--- config.mk ---
export PLATFORM = sky130hd
export DESIGN_NAME = sync_fifo
export DESIGN_NICKNAME = d
export VERILOG_FILES = /design/src/rtl/fifo_pkg.sv /design/src/rtl/sync_fifo_ram.sv /design/src/rtl/sync_fifo.sv
export SDC_FILE = /design/constraint.sdc
export NUM_CORES = 1
export LEC_CHECK = 0
export CORE_MARGIN = 2
export CORE_UTILIZATION = 60
export DETAILED_ROUTE_END_ITERATION = 10
export GPL_TIMING_DRIVEN = 0
export PLACE_DENSITY_LB_ADDON = 0.15
export SETUP_SLACK_MARGIN = 0.02
export SKIP_LAST_GASP = 1
export SLEW_MARGIN = 20
export SYNTH_ARGS = -nofsm -noshare
export SYNTH_HDL_FRONTEND = slang
export SYNTH_HIERARCHICAL = 1
export SYNTH_SLANG_ARGS = --single-unit
export TNS_END_PERCENT = 1
--- constraint.sdc ---
create_clock -name CLKIN -period 8.05 [get_ports CLKIN]
set_input_delay 0.805 -clock CLKIN [delete_from_list [all_inputs] [get_ports CLKIN]]
set_output_delay 0.805 -clock CLKIN [all_outputs]
set_load 0.02 [all_outputs]
--- src/rtl/fifo_pkg.sv ---
// Shared FIFO definitions: count width helper, default almost-levels and the
// bundled status-flag type used by the single-clock FIFO and future variants.
package fifo_pkg;

   // Count and pointer width: one wrap bit above the memory address bits.
   function automatic int unsigned count_width(input int unsigned addr_width);
      return addr_width + 1;
   endfunction

   localparam int unsigned DefaultAddressWidth      = 4;
   localparam int unsigned DefaultAlmostFullLevel   = (1 << DefaultAddressWidth) - 2;
   localparam int unsigned DefaultAlmostEmptyLevel  = 2;

   typedef struct packed {
      logic full;
      logic almost_full;
      logic empty;
      logic almost_empty;
      logic overflow;
      logic underflow;
   } fifo_status_t;

   localparam fifo_status_t StatusReset = '{
      full:         1'b0,
      almost_full:  1'b0,
      empty:        1'b1,
      almost_empty: 1'b1,
      overflow:     1'b0,
      underflow:    1'b0
   };

endpackage

--- src/rtl/sync_fifo_ram.sv ---
// Simple dual-port register array: one synchronous write port, one
// asynchronous read port. Contents are never reset.
module sync_fifo_ram #(
   parameter int unsigned DATA_WIDTH    = 8,
   parameter int unsigned ADDRESS_WIDTH = 4
) (
   input  logic                     clk_i,
   input  logic                     we_i,
   input  logic [ADDRESS_WIDTH-1:0] waddr_i,
   input  logic [DATA_WIDTH-1:0]    wdata_i,
   input  logic [ADDRESS_WIDTH-1:0] raddr_i,
   output logic [DATA_WIDTH-1:0]    rdata_o
);

   logic [DATA_WIDTH-1:0] mem_q [1 << ADDRESS_WIDTH];

   // Store the write word on the rising edge.
   always_ff @(posedge clk_i) begin
      if (we_i) begin
         mem_q[waddr_i] <= wdata_i;
      end
   end

   assign rdata_o = mem_q[raddr_i];

endmodule

--- src/rtl/sync_fifo.sv ---
// Single-clock FIFO controller with fill count, almost-full/almost-empty
// flags, sticky overflow/underflow flags and synchronous clear.
// Define SYNC_FIFO_FWFT_EN for a first-word-fall-through read port; otherwise
// Data_out is registered with one cycle of read latency.
module sync_fifo
   import fifo_pkg::*;
#(
   parameter int unsigned DATA_WIDTH         = 8,
   parameter int unsigned ADDRESS_WIDTH      = DefaultAddressWidth,
   parameter int unsigned ALMOST_FULL_LEVEL  = (1 << ADDRESS_WIDTH) - 2,
   parameter int unsigned ALMOST_EMPTY_LEVEL = DefaultAlmostEmptyLevel
) (
   input  logic                                   CLKIN,
   input  logic                                   Reset_in,
   input  logic                                   Clear_in,
   input  logic [DATA_WIDTH-1:0]                  Data_in,
   input  logic                                   WriteEn_in,
   output logic                                   Full_out,
   output logic                                   AlmostFull_out,
   output logic [DATA_WIDTH-1:0]                  Data_out,
   input  logic                                   ReadEn_in,
   output logic                                   Empty_out,
   output logic                                   AlmostEmpty_out,
   output logic [count_width(ADDRESS_WIDTH)-1:0]  Count_out,
   output logic                                   Overflow_out,
   output logic                                   Underflow_out
);

   localparam int unsigned FIFO_DEPTH = 1 << ADDRESS_WIDTH;
   localparam int unsigned CW         = count_width(ADDRESS_WIDTH);

   localparam logic [CW-1:0] DepthCount = CW'(FIFO_DEPTH);
   localparam logic [CW-1:0] AfLevel    = CW'(ALMOST_FULL_LEVEL);
   localparam logic [CW-1:0] AeLevel    = CW'(ALMOST_EMPTY_LEVEL);

   logic [CW-1:0]         wr_ptr_q, wr_ptr_d;
   logic [CW-1:0]         rd_ptr_q, rd_ptr_d;
   logic [CW-1:0]         count_q, count_d;
   fifo_status_t          status_q, status_d;
   logic                  wr_acc, rd_acc;
   logic [DATA_WIDTH-1:0] rd_data;

   // Accept decisions use the pre-edge flags; flags/count follow the post-edge count.
   always_comb begin
      wr_acc   = WriteEn_in & ~status_q.full;
      rd_acc   = ReadEn_in & ~status_q.empty;
      wr_ptr_d = wr_ptr_q + CW'(wr_acc);
      rd_ptr_d = rd_ptr_q + CW'(rd_acc);
      count_d  = wr_ptr_d - rd_ptr_d;

      status_d.full         = (count_d == DepthCount);
      status_d.almost_full  = (count_d >= AfLevel);
      status_d.empty        = (count_d == '0);
      status_d.almost_empty = (count_d <= AeLevel);
      status_d.overflow     = status_q.overflow | (WriteEn_in & status_q.full);
      status_d.underflow    = status_q.underflow | (ReadEn_in & status_q.empty);

      if (Clear_in) begin
         wr_ptr_d = '0;
         rd_ptr_d = '0;
         count_d  = '0;
         status_d = StatusReset;
      end
   end

   // Pointer, count and flag registers.
   always_ff @(posedge CLKIN or posedge Reset_in) begin
      if (Reset_in) begin
         wr_ptr_q <= '0;
         rd_ptr_q <= '0;
         count_q  <= '0;
         status_q <= StatusReset;
      end else begin
         wr_ptr_q <= wr_ptr_d;
         rd_ptr_q <= rd_ptr_d;
         count_q  <= count_d;
         status_q <= status_d;
      end
   end

   sync_fifo_ram #(
      .DATA_WIDTH    (DATA_WIDTH),
      .ADDRESS_WIDTH (ADDRESS_WIDTH)
   ) u_ram (
      .clk_i   (CLKIN),
      .we_i    (wr_acc & ~Clear_in),
      .waddr_i (wr_ptr_q[ADDRESS_WIDTH-1:0]),
      .wdata_i (Data_in),
      .raddr_i (rd_ptr_q[ADDRESS_WIDTH-1:0]),
      .rdata_o (rd_data)
   );

`ifdef SYNC_FIFO_FWFT_EN
   // Head word falls through; forced to zero while empty so reset reads clean.
   assign Data_out = status_q.empty ? '0 : rd_data;
`else
   logic [DATA_WIDTH-1:0] dout_q;

   // Registered read port: capture the head word on each accepted read.
   always_ff @(posedge CLKIN or posedge Reset_in) begin
      if (Reset_in) begin
         dout_q <= '0;
      end else if (Clear_in) begin
         dout_q <= '0;
      end else if (rd_acc) begin
         dout_q <= rd_data;
      end
   end

   assign Data_out = dout_q;
`endif

   assign Full_out        = status_q.full;
   assign AlmostFull_out  = status_q.almost_full;
   assign Empty_out       = status_q.empty;
   assign AlmostEmpty_out = status_q.almost_empty;
   assign Overflow_out    = status_q.overflow;
   assign Underflow_out   = status_q.underflow;
   assign Count_out       = count_q;

endmodule

======== Word level (Yosys, flattened, before mapping) ========
Memory sizes are Yosys's and may differ from the RTL's.
Index checks and enable logic that the tools add are counted.
cells by class
  add/sub/neg operators ................... 3
  $lt $le $gt $ge ......................... 2
  equality and inequality tests ........... 1
  muxes and demuxes ....................... 8
  bitwise logic cells ..................... 10
  reductions and logical operators ........ 2
operators with widths
  operator            number
  $mux 8              2
  $mux 5              3
  $add 5x1->5         2
  $mux 6              1
  $and 1x1->1         5
  $eq 5x5->1 const B  1
  $ge 5x4->1 const B  1
  $le 5x2->1 const B  1
  $logic_not 5->1     1
  $sub 5x5->5         1
  $not 1->1           3
  $mux 1              2
  $or 1x1->1          2
  $reduce_bool 2->1   1
word-level totals
  register bits after elaboration ......... 29
  bits in writable memories ............... 128
  output and inout port bits .............. 19
  memories ................................ 1
memories
  name         depth  width  rd ports  clocked after Yosys merged registers in  wr ports  line                 source
  u_ram.mem_q  16     8      1         0                                        1         sync_fifo_ram.sv:15  logic [DATA_WIDTH-1:0] mem_q [1 << ADDRESS_WIDTH];

======== Longest topological paths before layout ========
  depth after elaboration ................. 6
  gate-level depth with buffers ........... 12
  mapped depth without buffers ............ 11

======== Cells and area by module ========
Netlist, hierarchy kept.
by module, submodules not included
  module         instances  cells an instance  area each (um2)  seq. area each (um2)
  sync_fifo_ram  1          221                4987.3           3843.7
  sync_fifo      1          127                1335.0           728.2

======== Worst setup path after synthesis ========
OpenSTA, ideal clock, no wires.
  path type ............................... input-to-reg
  from .................................... input ReadEn_in
  to ...................................... register status_q, in the netlist AlmostFull_out
  library setup time ...................... 0.082 ns
  arrival ................................. 3.322 ns
  required time ........................... 7.968 ns
  setup slack ............................. 4.646 ns
  cell stages on the path ................. 12
  path buffers ............................ 1
  path through ............................ nand2b_1 -> clkbuf_1 -> clkinv_1 -> ha_1 -> ha_1 -> xnor2_1 -> ha_1 -> a21oi_1 -> o21ai_2 -> xnor2_1 -> or4b_1 -> a31oi_1
RTL lines
  what                  line             source
  start, declared       sync_fifo.sv:21  input logic ReadEn_in,
  end signal, assigned  sync_fifo.sv:72  status_q <= StatusReset;
  end signal, assigned  sync_fifo.sv:77  status_q <= status_d;
  end, declared         sync_fifo.sv:39  fifo_status_t status_q, status_d;

==> results.py <==
metrics = {
    "synthesis": {
        "synth_area_leader_cell": "edfxtp_1",
        "syn-cell-area_sq_mm": 0.00632,
        "ys_types": 40,
        "ys_warn_count": 6,
        "synth.avg_cell_area_sq_um": 18.2,
        "synth_cells": 348,
        "synth_top_area_share_pct": 60.8,
        "ys_seq_area_share_pct": 72.3,
        "ys_ff_latch": 157,
        "synth_area_leaders": "edfxtp_1, dfrtp_1, mux4_2",
        "syn-num-nets": 370,
    },
    "clock_tree": {
        "cts_resized": 0,
        "cts_setup_buffers": 0,
        "cts_hold_buf": 0,
        "cts_root_buf": "clkbuf_8",
        "htreeDepth": 4,
        "cts.path.max_buffers": 2,
        "cts_tree": "built",
        "clock_sink_count": 157,
        "clk_pin_slew_ns": 0.06,
        "clk-insertion-delay-late_ns": 0.52,
        "cts_buffers": 17,
    },
    "placed_design": {
        "pre_cts_slack_ns": 3.82,
        "dp_hpwl_mm": 8.03,
        "portBuffers": 30,
        "gp_congestion": 0.771,
    },
    "finish": {
        "final_layout_size_suffix_gt1_share_pct": 17.3,
        "antenna_cells": 0,
        "final_cell_mix": "edfxtp_1, clkdlybuf4s50_1, nor2_1, dfrtp_1, nand2_1",
        "final_util_pct": 71.8,
        "final_net_count": 419,
        "area_growth_pct": 16.7,
        "layout_commonest_cell": "edfxtp_1",
    },
    "global_routing": {
        "antenna_found_initial": 0,
        "grt-ovfl-total": 0,
        "grt_pass1_vias": 3339,
        "grt_max_degree": 30,
        "grt_pass1_wl_mm": 18.4,
        "grt_usage_pct": 23.1,
    },
    "die": {
        "row_count": 37,
        "io-pin-count": 32,
        "fp.coreArea_sq_mm": 0.0103,
        "die-area_sq_mm": 0.0114,
        "fp.dieW_um": 107,
        "start_util_pct": 61.5,
        "die_h_um": 107,
    },
    "sta": {
        "relSlewSlack_pct": 43.0,
        "rsz0062_at_grt": "no",
        "finalMaxSlewViolations": 0,
        "worstMarginPinSlew_ns": 0.852,
        "hold_viol": 0,
        "fin_crit_sh_pct": 47.0,
        "setup_viol": 0,
        "fin_crit_ns": 3.78,
        "max_freq_mhz": 264,
        "setup_tns_ns": 0,
        "setup_slack_ns": 4.27,
        "skew_ns": 0.0125,
    },
    "setup_path": {
        "worstSetupStartpointType": "input pin",
        "crit_family": "buffers and inverters",
        "cp_data_arrival_time_ns": 4.21,
        "crit_chain": "clkdlybuf4s50_1 > nand2b_1 > clkbuf_1 > clkinv_1 > ha_1 > ha_1 > xnor2_1 > ha_1 > a21oi_1 > o21ai_2 > xnor2_1 > or4b_1 > a31oi_1",
        "path_buf_inv": 3,
        "r2r_slack_ns": 4.43,
        "cp.required_ns": 8.48,
        "cp-end-kind": "flip-flop",
        "r2r-start": "Empty_out",
        "crit_path_max_fanout": 9,
        "slowest_stage": "or4b_1",
        "critical_path.most_common_cell": "ha_1",
        "rr_endpoint": "AlmostFull_out",
        "r2r_cells": 12,
        "path_class": "in -> reg",
        "worst_path_largest_cell_delay_ns": 0.52,
    },
    "drt": {
        "wl_per_cell_um": 22.1,
        "vias": 3249,
        "via_per_inst": 5.95,
        "post-route-drc-count": 0,
        "routed_wl_mm": 12.1,
        "drtIter0Drc": 160,
        "drt_pre_antenna_iters": 4,
        "detail-route-antenna-nets": 0,
    },
    "pwr": {
        "fin_total_pwr_mw": 2.02,
        "p_per_area_mw_per_mm2": 273,
        "p_leak_nw": 2.58,
        "ir_worst_vdd_uv": 150,
    },
    "worst_hold_path": {
        "min_to": "Underflow_out",
        "hp-class": "reg -> reg",
        "worstHoldStart": "Underflow_out",
        "whs_path_depth": 2,
    },
    "status": {
        "status": "finished clean",
    },
    "flow_run": {
        "drv_cap": 0,
    },
}
==> metrics by stage <==
step                instance area, sq um  instances  hold WS (ns)
global route                        7380        546         0.557
CTS                                 7380        546         0.498
detailed placement                  6810        514         0.484
global placement                    6790        514         0.479
finish                              7380        546         0.488
floorplan                           6320        348         0.511
==> registers in the layout, summed over array words and instances (netlist names) <==
| name | count |
|---|---|
| AlmostEmpty_out | 1 |
| AlmostFull_out | 1 |
| Count_out | 5 |
| Data_out | 8 |
| Empty_out | 1 |
| Full_out | 1 |
| Overflow_out | 1 |
| Underflow_out | 1 |
| rd_ptr_q | 5 |
| u_ram/mem_q | 128 |
| wr_ptr_q | 5 |
==> cell type report <==
cell class                 instances  area (sq um)
fill                             661          2900
inverter                           7          26.3
buffer                            14           101
clock buffer                      21           460
tap                              136           170
clock inverter                    11           104
timing repair buffer              30           300
sequential                       157          4570
multi-input combinational        170          1640
==> layer usage <==
metal	vias up	part of all wire [%]	track usage, %
met1	1662	41	31.5
met5	-	0	0
met2	104	51	37.7
met4	0	0.67	7.42
met3	9	6.7	5.17
li1	1474	-	-
==> cell families after synthesis <==
logic type                 synth area share [%]
DFF                                        72.3
and+or+nand+nor                            6.21
AOI/OAI and AO/OA                          3.50
muxes                                      12.4
buffers and inverters                      2.02
xor gates and xnor gates                   1.66
adders and majority gates                  1.90
==> synthesized netlist by cell type <==
master,number
edfxtp_1,128
or4b_1,1
buf_2,3
a21oi_1,12
nor2_1,28
a31oi_1,1
nor2b_1,5
and2_1,1
and2_2,1
nand2b_4,1
nor3_1,6
nand3_1,5
a22oi_1,16
or2_2,1
clkdlybuf4s25_2,3
dfrtp_1,27
xor2_1,8
and2b_1,1
nand4_1,1
clkbuf_1,4
xnor2_1,4
buf_6,3
mux2i_1,1
mux4_1,14
nand2b_1,3
or3b_2,1
nand3b_1,2
a41o_1,1
fa_1,1
o21ai_2,1
mux4_2,18
a31o_2,1
ha_1,8
nor3b_1,1
dfstp_2,2
inv_1,6
clkinv_1,1
buf_4,1
nand2_1,25
a21o_1,1
==> tightest hold or removal path: cells and delay by family, from the launching register on <==
| family | cells | cell delay (ns) |
|---|---|---|
| and+or+nand+nor | 1 | 0.07 |
| AOI/OAI and AO/OA | 1 | 0.04 |
| DFF | 1 | 0.34 |
==> report_power, final <==
group          internal, mW  switching [mW]
logic                 0.157           0.176
registers             0.913          0.0167
clock network         0.440           0.312
==> worst max-delay path by stage <==
stage	startpoint	to	depth (start not counted)
finish	ReadEn_in	AlmostFull_out	13
global route	ReadEn_in	AlmostFull_out	13
CTS	ReadEn_in	AlmostFull_out	13
detailed placement	ReadEn_in	AlmostFull_out	13
global placement	ReadEn_in	AlmostFull_out	13
floorplan	ReadEn_in	AlmostFull_out	12
Note: power is estimated with default switching activity, not from simulation.
